File: src/rtl/npu_cbuf_config_loader.sv
// ---------------------------------------------------------------------------
// npu_cbuf_config_loader
//
// Purpose:
//   Loads a framed configuration stream (header word N followed by N data
//   words) into the NPU weight/scheduling circular buffer. It then serves
//   consumer read requests against that buffer, tracking the position and
//   the wrap of the recirculating sequence. The write and read enables are
//   never high together. Reads are issued only after a complete load, so the
//   buffer can neither overflow nor underflow.
//
// Ports:
//   CLK                      global clock
//   npu_rst                  async active-high reset; also the reload path
//   load_start               pulse, starts a load (IDLE only)
//   cfg_data_in / cfg_valid  config stream word and its valid
//   cfg_ready                loader accepts the stream word this cycle
//   run_en                   level, enables serving read requests
//   step_req / step_ready    consumer request handshake
//   npu_circ_buf_write_en    buffer write enable (registered)
//   npu_circ_buf_read_en     buffer read enable (registered)
//   npu_circ_buf_data_input  buffer write data (registered)
//   word_valid               buffer dout valid this cycle
//   word_index               index (0..N-1) of the word on buffer dout
//   word_last                word_valid and word_index == N-1
//   loaded_count             N after an accepted header, else 0
//   loader_state             encoded state, for debug
//   cfg_error                sticky error: illegal header or checksum failure
//
// Build option:
//   NPU_CBUF_LOADER_CKSUM_EN - when defined, a trailer word equal to the XOR
//   of the N data words follows the data. A mismatch ends in ERR.
//
// States:
//   state   | meaning
//   IDLE  0 | waiting for load_start
//   HDR   1 | accepting the header word (word count N)
//   LOAD  2 | accepting and writing N data words
//   CKSUM 3 | accepting the XOR trailer (checksum build only)
//   READY 4 | loaded, waiting for run_en
//   RUN   5 | serving step requests
//   ERR   7 | illegal header / checksum failure, left only by reset
// ---------------------------------------------------------------------------
module npu_cbuf_config_loader #(
    parameter int DATA_W = 16,
    parameter int DEPTH  = 8192,
    parameter int CNT_W  = 14
) (
    input  logic              CLK,
    input  logic              npu_rst,
    input  logic              load_start,
    input  logic [DATA_W-1:0] cfg_data_in,
    input  logic              cfg_valid,
    output logic              cfg_ready,
    input  logic              run_en,
    input  logic              step_req,
    output logic              step_ready,
    output logic              npu_circ_buf_write_en,
    output logic              npu_circ_buf_read_en,
    output logic [DATA_W-1:0] npu_circ_buf_data_input,
    output logic              word_valid,
    output logic [CNT_W-1:0]  word_index,
    output logic              word_last,
    output logic [CNT_W-1:0]  loaded_count,
    output logic [2:0]        loader_state,
    output logic              cfg_error
);

    typedef enum logic [2:0] {
        S_IDLE  = 3'd0,
        S_HDR   = 3'd1,
        S_LOAD  = 3'd2,
`ifdef NPU_CBUF_LOADER_CKSUM_EN
        S_CKSUM = 3'd3,
`endif
        S_READY = 3'd4,
        S_RUN   = 3'd5,
        S_ERR   = 3'd7
    } state_t;

    state_t            state;
    logic              cfg_rdy_q;
    logic              step_rdy_q;
    logic [CNT_W-1:0]  words_left;   // down-counter of data words still to accept
    logic [CNT_W-1:0]  next_idx;     // index the next accepted step will read
    logic [CNT_W-1:0]  rd_idx;       // index of the read currently in flight
`ifdef NPU_CBUF_LOADER_CKSUM_EN
    logic [DATA_W-1:0] cksum_acc;
`endif

    logic             cfg_acc;
    logic             step_acc;
    logic             hdr_ok;
    logic             n_is_one;
    logic [CNT_W-1:0] last_idx;

    // step_ready falls in the same cycle as run_en so that no request can be
    // accepted once the consumer has stopped the run.
    assign cfg_ready    = cfg_rdy_q;
    assign step_ready   = step_rdy_q & run_en;
    assign cfg_acc      = cfg_valid & cfg_rdy_q;
    assign step_acc     = step_req & step_ready;
    assign hdr_ok       = (cfg_data_in != '0) && (cfg_data_in <= DATA_W'(DEPTH));
    assign last_idx     = loaded_count - CNT_W'(1);
    assign n_is_one     = (loaded_count == CNT_W'(1));
    assign loader_state = state;

    always_ff @(posedge CLK or posedge npu_rst) begin
        if (npu_rst) begin
            state                   <= S_IDLE;
            cfg_rdy_q               <= 1'b0;
            step_rdy_q              <= 1'b0;
            words_left              <= '0;
            next_idx                <= '0;
            rd_idx                  <= '0;
            npu_circ_buf_write_en   <= 1'b0;
            npu_circ_buf_read_en    <= 1'b0;
            npu_circ_buf_data_input <= '0;
            word_valid              <= 1'b0;
            word_index              <= '0;
            word_last               <= 1'b0;
            loaded_count            <= '0;
            cfg_error               <= 1'b0;
`ifdef NPU_CBUF_LOADER_CKSUM_EN
            cksum_acc               <= '0;
`endif
        end else begin
            npu_circ_buf_write_en <= 1'b0;
            npu_circ_buf_read_en  <= 1'b0;

            // Buffer dout follows read_en by one cycle in every state, so a
            // read issued just before leaving RUN still completes.
            word_valid <= npu_circ_buf_read_en;
            word_last  <= npu_circ_buf_read_en && (rd_idx == last_idx);
            if (npu_circ_buf_read_en) begin
                word_index <= rd_idx;
            end

            case (state)
                S_IDLE: begin
                    if (load_start) begin
                        state     <= S_HDR;
                        cfg_rdy_q <= 1'b1;
                    end
                end

                S_HDR: begin
                    if (cfg_acc) begin
                        if (hdr_ok) begin
                            loaded_count <= CNT_W'(cfg_data_in);
                            words_left   <= CNT_W'(cfg_data_in);
                            state        <= S_LOAD;
                        end else begin
                            cfg_error <= 1'b1;
                            cfg_rdy_q <= 1'b0;
                            state     <= S_ERR;
                        end
                    end
                end

                S_LOAD: begin
                    if (cfg_acc) begin
                        npu_circ_buf_write_en   <= 1'b1;
                        npu_circ_buf_data_input <= cfg_data_in;
                        words_left              <= words_left - CNT_W'(1);
`ifdef NPU_CBUF_LOADER_CKSUM_EN
                        cksum_acc <= cksum_acc ^ cfg_data_in;
                        if (words_left == CNT_W'(1)) begin
                            state <= S_CKSUM;
                        end
`else
                        if (words_left == CNT_W'(1)) begin
                            cfg_rdy_q <= 1'b0;
                            state     <= S_READY;
                        end
`endif
                    end
                end

`ifdef NPU_CBUF_LOADER_CKSUM_EN
                S_CKSUM: begin
                    if (cfg_acc) begin
                        cfg_rdy_q <= 1'b0;
                        if (cfg_data_in == cksum_acc) begin
                            state <= S_READY;
                        end else begin
                            cfg_error <= 1'b1;
                            state     <= S_ERR;
                        end
                    end
                end
`endif

                S_READY: begin
                    if (run_en) begin
                        state      <= S_RUN;
                        step_rdy_q <= 1'b1;
                    end
                end

                S_RUN: begin
                    if (step_acc) begin
                        npu_circ_buf_read_en <= 1'b1;
                        rd_idx               <= next_idx;
                        next_idx             <= (next_idx == last_idx) ? '0
                                                : next_idx + CNT_W'(1);
                    end
                    if (!run_en) begin
                        step_rdy_q <= 1'b0;
                        // Hold RUN until the last issued read has gone out.
                        if (!npu_circ_buf_read_en) begin
                            state <= S_READY;
                        end
                    end else begin
                        // With a single word the buffer rewrites it on read,
                        // so a one-cycle gap follows every accepted step.
                        step_rdy_q <= !(step_acc && n_is_one);
                    end
                end

                S_ERR: begin
                    cfg_rdy_q  <= 1'b0;
                    step_rdy_q <= 1'b0;
                    cfg_error  <= 1'b1;
                end

                default: begin
                    cfg_rdy_q  <= 1'b0;
                    step_rdy_q <= 1'b0;
                    state      <= S_IDLE;
                end
            endcase
        end
    end

endmodule

File: config.mk
export PLATFORM = sky130hd
export DESIGN_NAME = npu_cbuf_config_loader
export DESIGN_NICKNAME = d
export VERILOG_FILES = /design/src/rtl/npu_cbuf_config_loader.sv
export SDC_FILE = /design/constraint.sdc
export NUM_CORES = 1
export LEC_CHECK = 0
export CAP_MARGIN = 20
export CORE_MARGIN = 5
export CORE_UTILIZATION = 55
export CTS_CLUSTER_SIZE = 14
export DETAILED_ROUTE_END_ITERATION = 16
export PLACE_DENSITY = 0.8
export SYNTH_ARGS = -nofsm -noshare
export SYNTH_HDL_FRONTEND = slang
export SYNTH_SLANG_ARGS = --single-unit
File: constraint.sdc
create_clock -name CLK -period 4.2 [get_ports CLK]
set_input_delay 0.84 -clock CLK [delete_from_list [all_inputs] [get_ports CLK]]
set_output_delay 0.84 -clock CLK [all_outputs]
set_load 0.01 [all_outputs]
==> metrics.txt, run 1 <==
status completed; pin count of the biggest net entering global routing 97; Slew Viols, Final 0; CP required 4470 ps; top cells by area, synth dfrtp_1 45%, mux2_2 9.1%, nand2_1 4.1%, xnor2_1 4.0%, a21oi_1 3.0%; worst min-delay path category flop to flop; number of buffers created by CTS 9; Slew @ Worst Pin 736 ps; CTS tree done; crit-path cells inv_1, ha_1, or4b_4, or4_4, xnor2_1, nor4_1, and4_1, nor4b_2, a211o_1; Setup violations, final 0; maximum vdd drop 0.183 mV; top cell type's share of synthesized area 45.3%; Fillers approximately 730; Hold Buf Count CTS 0; Distinct cells, synth slightly above 60; Starting DRT DRC Count 466; minimum clock period after layout 3270 ps; initial core utilization 56.8%; largest family of logic cells by synthesized area simple AND/OR/NAND/NOR gates; Total Nets Final approximately 620; CORE AREA 9330 um^2; top-count cell post-synth dfrtp_1; ratio of cells with drive above 1 in the final layout approximately 14%; die width 108 um; #FFs+latches synth between 90 and 100; CP Max Fanout 8; Final period util approximately 78%; routed len/inst between 15 and 20 um; RSZ-0062 raised after global routing false; first-pass GRT wire length 22900 um; post-cts sizing count 0; fraction of registers with async set/reset 100%; H-tree depth 3; crit-path max cell delay 530 ps; number of synthesized flops with an enable pin 0; Compound-Gate Fraction of Synth Area around 12%; die area 11700 um^2; vias in the first global route approximately 4500; Die Height 108 um; drt via density 6.22; Synth area leader dfrtp_1; number of synthesis warnings 0; Synth Area in Adders ~1.2%; launching element type of the critical path flop; initial antenna violation count 0; register area share after synthesis a little under half; Max Fclk 0.305 GHz; clk slew on worst S/H paths approximately 100 ps; Hold Fails Final Rpt 0; Rel. slew slack 50.9%; worst-skew pair later-pin latency 380 ps; DRC errors left 0; clk sinks 96; Placement Rows 35; remaining antenna violation count after routing 0; Power per Cell Area 334 nW/um^2; Post-Route WL 14100 um; area of the multi-input gates 2690 um^2; GRT Overall Usage 24.9%; placed cell count 713; mean area per synthesized cell roughly 9.9 um^2; Port-buffer cells 75; TNS Setup 0 ps; DP HPWL 9890 um; Max-cap violations 0; clk_skew 17.5 ps; RePlAce Congestion ~0.95; Post-Syn Area ~5300 um^2; CP max stage cell dfrtp_1; gr ovfl total 0; P_leak 2.82 nW; io pins 76; Post-CTS Setup Inserts 0; most common flop cell mapped by yosys dfrtp_1; CTS root buffer clkbuf_8; xor/xnor cell area share of the yosys netlist 6.77%; Synth Instances about 540; Area Growth Syn to Fin 18.5%; drt first pass iters 5; fin cells 729; multiplexer area fraction after synthesis 9.70%; clock buffer depth 2; vias post-DR 4531; register area 2400 um^2; Commonest cells post-synth 96 x dfrtp_1, 58 x nand2_1, 43 x mux2_2; ant diodes 0; Critical Path AT 3540 ps; Crit Path Class flop to flop; simple-gate portion of the synthesized area 20.8%; CP Capture Type flop; Mapped Nets between 500 and 600
## path summary, 6_finish.rpt
path	startpoint	end	slack, ps	cells past startpoint
min in group asynchronous	npu_rst	next_idx[2]	920	3
hold reg to reg	cfg_error	cfg_error	460	1
setup / recovery	loaded_count[1]	next_idx[2]	930	9
max in group asynchronous	npu_rst	word_last	2880	3
hold / removal	cfg_error	cfg_error	460	1
setup reg to reg	loaded_count[1]	next_idx[2]	930	9
## through the flow
step / setup slack, ps / power [mW] / utilization [%] / hold WS [ps] / instance area (um^2)
6_report: 927 / 2.10 / 67.4 / 464 / 6290
5_1_grt: 840 / 2.21 / 67.4 / 506 / 6290
4_1_cts: 958 / 2.10 / 67.4 / 465 / 6290
3_5_place_dp: 738 / 1.55 / 65.5 / 446 / 6110
3_3_place_gp: 784 / 1.54 / 65.5 / 439 / 6110
2_1_floorplan: 855 / 1.37 / - / 433 / 5300
## worst max-delay path: cells and delay by family (launching register included)
family,cells,cell delay [ps]
AOI/OAI and AO/OA,1,280
xor gates and xnor gates,1,150
adders and majority gates,1,250
buffers and inverters,1,130
DFF,1,530
and+or+nand+nor,5,1820
## sequential cells by signal, summed over array words and instances, names as in the netlist, 3 cells and up
name	count
npu_circ_buf_data_input	16
loaded_count	14
next_idx	14
rd_idx	14
word_index	14
words_left	14
loader_state	3
## logic make-up (layout without fill, tap and decap cells)
| family | Yosys count | in the layout |
|---|---|---|
| AOI/OAI and AO/OA | 101 | 101 |
| xor gates and xnor gates | 41 | 41 |
| adders and majority gates | 5 | 5 |
| buffers and inverters | 46 | 110 |
| DFF | 96 | 96 |
| muxes | 46 | 46 |
| and+or+nand+nor | 201 | 201 |
## where the power goes
group	switching (mW)	total, mW	internal, mW
registers	0.123	1.14	1.02
logic	0.178	0.400	0.222
clock network	0.338	0.559	0.220
## area by class of cell
| class | instances | area share (%) |
|---|---|---|
| flip-flops and latches | 96 | 38.2 |
| repair buffers | 82 | 13.0 |
| inverters | 12 | 0.756 |
| clock inverters | 5 | 0.657 |
| well taps | 129 | 2.57 |
| multi-input cells | 394 | 42.7 |
| clock buffers | 11 | 2.09 |
## layer usage
layer / GRT usage, % / share of wire, %
met5: 0 / 0
met4: 9.56 / 2.7
met3: 7.34 / 11
met2: 36.0 / 43
met1: 35.5 / 43
## cell usage in the layout (no fill, tap or decap), types with 4 or more instances in the layout
master	n
and4_1	4
nand4_1	11
inv_1	11
o21ai_0	25
mux2_2	43
nor2_2	8
and3_1	6
a21o_1	7
xnor2_1	24
nand2_1	58
nand2b_1	9
nand3_1	13
nor3_1	16
nor2_1	25
or3_1	10
nor4_1	9
clkdlybuf4s50_1	75
dfrtp_1	96
nand3b_1	5
a21oi_1	32
buf_4	6
xor2_1	17
ha_1	5
nor3b_1	4
a22oi_1	5
and2_1	4
clkbuf_8	9
Power figures use the tool's default switching activity.
==> run 2, diff against run 1 <==
--- a/config.mk
+++ b/config.mk
@@ -7,10 +7,10 @@
 export LEC_CHECK = 0
 export CAP_MARGIN = 20
 export CORE_MARGIN = 5
-export CORE_UTILIZATION = 55
+export CORE_UTILIZATION = 50
 export CTS_CLUSTER_SIZE = 14
 export DETAILED_ROUTE_END_ITERATION = 16
-export PLACE_DENSITY = 0.8
+export PLACE_DENSITY = 0.77
 export SYNTH_ARGS = -nofsm -noshare
 export SYNTH_HDL_FRONTEND = slang
 export SYNTH_SLANG_ARGS = --single-unit
==> constraint.sdc (replaced) <==
create_clock -name CLK -period 2.7 [get_ports CLK]
set_input_delay 0.54 -clock CLK [delete_from_list [all_inputs] [get_ports CLK]]
set_output_delay 0.54 -clock CLK [all_outputs]
set_load 0.01 [all_outputs]
==> run 2 against run 1 <==
  * The flow now finishes with violations (setup timing)
  * Combinational power rose by 78%
  * Critical path depth is the same
  * Final cell count grew 8.1%
  * Setup slack got worse by 940 ps
  * Utilization shrank 2.1 points
  * Largest power group unchanged
==> metrics.txt, run 2 (synthesized netlist as in run 1, its figures left out) <==
status finished, violations left; failing checks setup timing; RePlAce Congestion 0.901 (-4.7%); io pins 76 (unchanged); GRT met1 Usage 28.4% (-7.1 points); initial core utilization 51.4% (-5.5 points); CP Max Fanout 5 (-3); drt first pass iters 5 (unchanged); Power per Cell Area 493 nW/um^2 (+48%); DRC errors left 0 (unchanged); ant diodes 0 (unchanged); vias in the first global route 4588 (+2.6%); Final period util 101% (+23 points); initial antenna violation count 0 (unchanged); P_leak 3.08 nW (+9.2%); crit-path max cell delay 460 ps (-70 ps); crit-path cells inv_4, ha_4, or4b_4, or4_4, xnor2_1, nor4_1, and4_4, nor4b_2, a211o_1; clock buffer depth 2 (unchanged); Slew @ Worst Pin 675 ps (-60.9 ps); Rel. slew slack 55.0% (+4.1 points); CP bufs+invs 1 (unchanged); worst-skew pair later-pin latency 370 ps (about the same); CP max stage cell or4b_4; critical path's top delay family simple AND/OR/NAND/NOR gates; gr ovfl total 0 (unchanged); worst min-delay path category flop to flop; Max-cap violations 0 (unchanged); number of buffers created by CTS 9 (unchanged); Critical Path AT 2960 ps (-580 ps); global route hottest layer met2; Max Fclk 0.368 GHz (+20%); Port-buffer cells 75 (unchanged); CP required 2950 ps (-1520 ps); Starting DRT DRC Count 281 (-40%); remaining antenna violation count after routing 0 (unchanged); CTS tree done; clk slew on worst S/H paths 100 ps (about the same); Area Growth Syn to Fin 27.2%; H-tree depth 3 (unchanged); clk_skew 13.4 ps (-4.15 ps); largest register by flop count npu_circ_buf_data_input; Slew Viols, Final 0 (unchanged); CP Capture Type flop; Placement Rows 37 (+5.7%); FF-to-FF Start loaded_count[0]; worst setup margin -18.0 ps (-945 ps); clk sinks 96 (unchanged); total power 3.33 mW (+59%); GRT Overall Usage 22.9% (-2.0 points); vias post-DR 4574 (+0.95%); Setup crit start loaded_count[0]; Setup violations, final 1 (+1); Post-Route WL 14500 um (+3.2%); cell area after layout 6740 um^2 (+7.3%); launching element type of the critical path flop; die width 113 um (+4.4%); max reg flops 16 (unchanged); Total Nets Final 674 (+8.4%); CORE AREA 10300 um^2 (+11%); minimum clock period after layout 2720 ps (-555 ps); met3 Use GR 5.03% (-2.3 points); drt via density 5.80 (-6.6%); pin count of the biggest net entering global routing 97 (unchanged); die area 12800 um^2 (+9.1%); Die Height 113 um (+4.4%); most frequent cells in the layout 96 x dfrtp_1, 75 x clkdlybuf4s50_1, 58 x nand2_1, 57 x buf_4, 43 x mux2_2; maximum vdd drop 0.339 mV (+86%); CTS root buffer clkbuf_8; hold path startpoint cfg_error; Hold Fails Final Rpt 0 (unchanged); met2 GRT Util 40.0% (+4.0 points); commonest non-fill, non-tap cell in the layout dfrtp_1; Post-DP Area 6520 um^2 (+6.7%); RSZ-0062 raised after global routing true; DP HPWL 10900 um (+10%); first-pass GRT wire length 23400 um (+1.9%); routed len/inst 18.4 um (-4.5%); ratio of cells with drive above 1 in the final layout 22.4% (+8.2 points); Crit Path Class flop to flop
==> run 2: cell types whose count changed in the layout (fill, tap and decap cells not counted), sizes merged <==
| cell | before | now |
|---|---|---|
| clkinvlp | 2 | 5 |
| clkinv | 2 | 1 |
| buf | 7 | 59 |
| clkbuf | 11 | 9 |
==> run 2: layout make-up <==
type | count | area [um^2]
Fill cell | 815 | 3580
Multi-Input combinational cell | 394 | 2730
Sequential cell | 96 | 2400
Timing Repair Buffer | 134 | 1210
Tap cell | 136 | 170
Clock buffer | 9 | 124
Clock inverter | 7 | 55.1
Inverter | 12 | 51.3
==> run 2: worst paths after layout <==
check | to | slack, ps | depth (start not counted)
max in group asynchronous | next_idx[4] | 1630 | 3
max | next_idx[2] | -20 | 9
min | cfg_error | 480 | 1
max reg2reg | next_idx[2] | -20 | 9
min in group asynchronous | loaded_count[7] | 650 | 3
min reg2reg | cfg_error | 480 | 1
==> run 2: through the flow <==
| stage | worst slack (ps) | utilization [%] | TNS [ps] | instances | hold slack (ps) |
|---|---|---|---|---|---|
| final | -18.0 | 65.3 | -18.0 | 788 | 483 |
| after global routing | -99.1 | 65.3 | -777 | 788 | 515 |
| after CTS | -4.51 | 65.0 | -4.51 | 788 | 480 |
| after detailed placement | -107 | 63.2 | -1490 | 771 | 454 |
| after global placement | -17.1 | 63.2 | -30.1 | 771 | 446 |
| after floorplan | -136 | - | -1280 | 536 | 433 |
==> run 2: layer usage <==
layer / up-vias / wire, um
li1: 2135 / -
met1: 2255 / 5970
met4: 0 / 268
met3: 23 / 981
met5: - / 0
met2: 161 / 7300
==> run 2: report_power, final <==
part	total [mW]	internal [mW]	switching [mW]
clock network	0.870	0.342	0.527
logic	0.713	0.375	0.338
registers	1.74	1.58	0.161
==> run 2: what timing repair did <==
action	CTS	global route
hold buffers	0	0
gates cloned	0	0
setup endpoints to repair	13	14
gates resized for setup	2	7
setup buffers	1	0
pin swaps	3	5
==> run 3, diff against run 2 <==
--- a/config.mk
+++ b/config.mk
@@ -7,10 +7,11 @@
 export LEC_CHECK = 0
 export CAP_MARGIN = 20
 export CORE_MARGIN = 5
-export CORE_UTILIZATION = 50
+export CORE_UTILIZATION = 58
 export CTS_CLUSTER_SIZE = 14
 export DETAILED_ROUTE_END_ITERATION = 16
-export PLACE_DENSITY = 0.77
+export DONT_BUFFER_PORTS = 1
+export PLACE_DENSITY = 0.76
 export SYNTH_ARGS = -nofsm -noshare
 export SYNTH_HDL_FRONTEND = slang
 export SYNTH_SLANG_ARGS = --single-unit
==> run 3 against run 2 <==
  * The run now ends clean
  * Setup slack gained 28 ps
  * First-iteration DRC count rose by 29%
  * Sequential power grew 3%
  * Via count down 6.9%
  * Register-to-register slack better by 30 ps
==> metrics.txt, run 3 (synthesized netlist as in run 1, its figures left out) <==
worst min-delay path category input pin to asynchronous set/reset pin; routed len/inst 20.7 um (+12%); vias post-DR 4260 (-6.9%); DRC errors left 0 (unchanged); Min Hold Slack 181 ps (-302 ps); Hold Fails Final Rpt 0 (unchanged); status completed; Post-Route WL 13800 um (-4.7%); first-pass GRT wire length 22300 um (-4.6%); GRT Overall Usage 25.0% (+2.1 points); initial core utilization 60.2% (+8.9 points); vias in the first global route 4117 (-10%); ant diodes 0 (unchanged); remaining antenna violation count after routing 0 (unchanged); io pins 76 (unchanged); Port-buffer cells 0 (-100%); Slew @ Worst Pin 697 ps (+22.2 ps); pin count of the biggest net entering global routing 97 (unchanged); Final period util 99.6% (-1.0 points); CP required 2950 ps (about the same); drt first pass iters 5 (unchanged); CTS root buffer clkbuf_8; CP Capture Type flop; DP HPWL 10300 um (-5.6%); RePlAce Congestion 0.945 (+5.0%); CORE AREA 8810 um^2 (-15%); Starting DRT DRC Count 363 (+29%); GRT met1 Usage 35.1% (+6.6 points); dpl ws -102 ps (+4.87 ps); CP Max Fanout 4 (-1); met3 Use GR 9.35% (+4.3 points); maximum vdd drop 0.343 mV (+1.0%); Max-cap violations 0 (unchanged); Die Height 106 um (-6.5%); Placement Rows 34 (-8.1%); most frequent cells in the layout 96 x dfrtp_1, 58 x nand2_1, 43 x mux2_2, 42 x buf_4, 32 x a21oi_1; Critical Path AT 2940 ps (-20 ps); Setup violations, final 0 (-1); clk slew on worst S/H paths 100 ps (about the same); clk_skew 16.0 ps (+2.65 ps); Power per Cell Area 540 nW/um^2 (+9.5%); global route hottest layer met2; launching element type of the critical path flop; minimum clock period after layout 2690 ps (-28.2 ps); RSZ-0062 raised after global routing true; Max Fclk 0.372 GHz (+1.0%); Slew Viols, Final 0 (unchanged); initial antenna violation count 0 (unchanged); Area Growth Syn to Fin 9.67%; Crit Path Class flop to flop; commonest non-fill, non-tap cell in the layout dfrtp_1; largest register by flop count npu_circ_buf_data_input; clock buffer depth 2 (unchanged); Total Nets Final 584 (-13%); drt via density 6.36 (+9.5%); worst setup margin 10.2 ps (+28.2 ps); gr ovfl total 0 (unchanged); die width 106 um (-6.5%); ratio of cells with drive above 1 in the final layout 22.6% (+0.21 points); CTS tree done; number of buffers created by CTS 9 (unchanged); P_leak 2.75 nW (-11%); worst-skew pair later-pin latency 360 ps (about the same); die area 11200 um^2 (-13%); H-tree depth 3 (unchanged); total power 3.14 mW (-5.6%); Worst Reg2Reg Path Length in Cells 9 (unchanged); clk sinks 96 (unchanged); met2 GRT Util 36.7% (-3.2 points); Rel. slew slack 53.5% (-1.5 points); max reg flops 16 (unchanged)
==> run 3: cell count changes in the layout (fill, tap and decap cells not counted) <==
| cell | change |
|---|---|
| and4_2 | +1 |
| buf_4 | -15 |
| clkinvlp_4 | -2 |
| nor4_1 | +1 |
| o311ai_1 | +1 |
| clkinv_4 | +2 |
| clkinv_2 | -1 |
| o2111ai_2 | -1 |
| nor4_2 | -1 |
| clkdlybuf4s50_1 | -75 |
| clkbuf_1 | +1 |
| and4_4 | -1 |
| o311ai_4 | -1 |
| o2111ai_1 | +1 |
==> run 3: where the power goes <==
part | total [mW] | switching [mW] | internal (mW)
Combinational | 0.451 | 0.229 | 0.222
Clock | 0.883 | 0.535 | 0.348
Sequential | 1.80 | 0.223 | 1.58
==> run 3: timing repair <==
item                       CTS  global route
hold buffers                 0             0
setup endpoints to repair   14            13
pin swaps                    4             2
buffers inserted             2             1
resized for setup            4             0
==> run 3: final timing paths <==
path,start,end,slack (ps)
min in group CLK,cfg_data_in[12],loaded_count[12],320
max in group asynchronous,npu_rst,loaded_count[7],2120
hold / removal,npu_rst,next_idx[6],180
hold reg to reg,cfg_error,cfg_error,540
setup reg to reg,loaded_count[1],next_idx[2],10
setup / recovery,loaded_count[1],next_idx[2],10
==> run 3: final cells by class <==
type	instances	area, um^2
Fill cell	708	2990
Multi-Input combinational cell	394	2700
Clock buffer	10	128
Timing Repair Buffer	44	347
Tap cell	108	135
Inverter	12	51.3
Clock inverter	6	52.6
Sequential cell	96	2400
==> run 3: critical path, stage by stage, from the launching register on <==
cell and delay, ps:
dfrtp_1 400, inv_2 90, ha_4 130, or4b_4 460
or4_4 440, xnor2_1 140, nor4_1 260, and4_2 330
nor4b_2 70, a211o_1 280
==> run 3: routing by layer <==
| metal | up-vias | wire length (um) |
|---|---|---|
| met1 | 2073 | 6150 |
| met5 | - | 0 |
| met3 | 21 | 1480 |
| li1 | 1969 | - |
| met2 | 197 | 5980 |
| met4 | 0 | 225 |
==> run 3: metrics by stage <==
| step | cells | instance area [um^2] | util, % | TNS [ps] |
|---|---|---|---|---|
| after floorplan | 536 | 5330 | - | -1280 |
| after global placement | 651 | 5610 | 63.7 | -12.7 |
| after detailed placement | 651 | 5610 | 63.7 | -880 |
| after CTS | 669 | 5810 | 66.0 | 0 |
| after global routing | 670 | 5820 | 66.0 | -386 |
| final | 670 | 5820 | 66.0 | 0 |
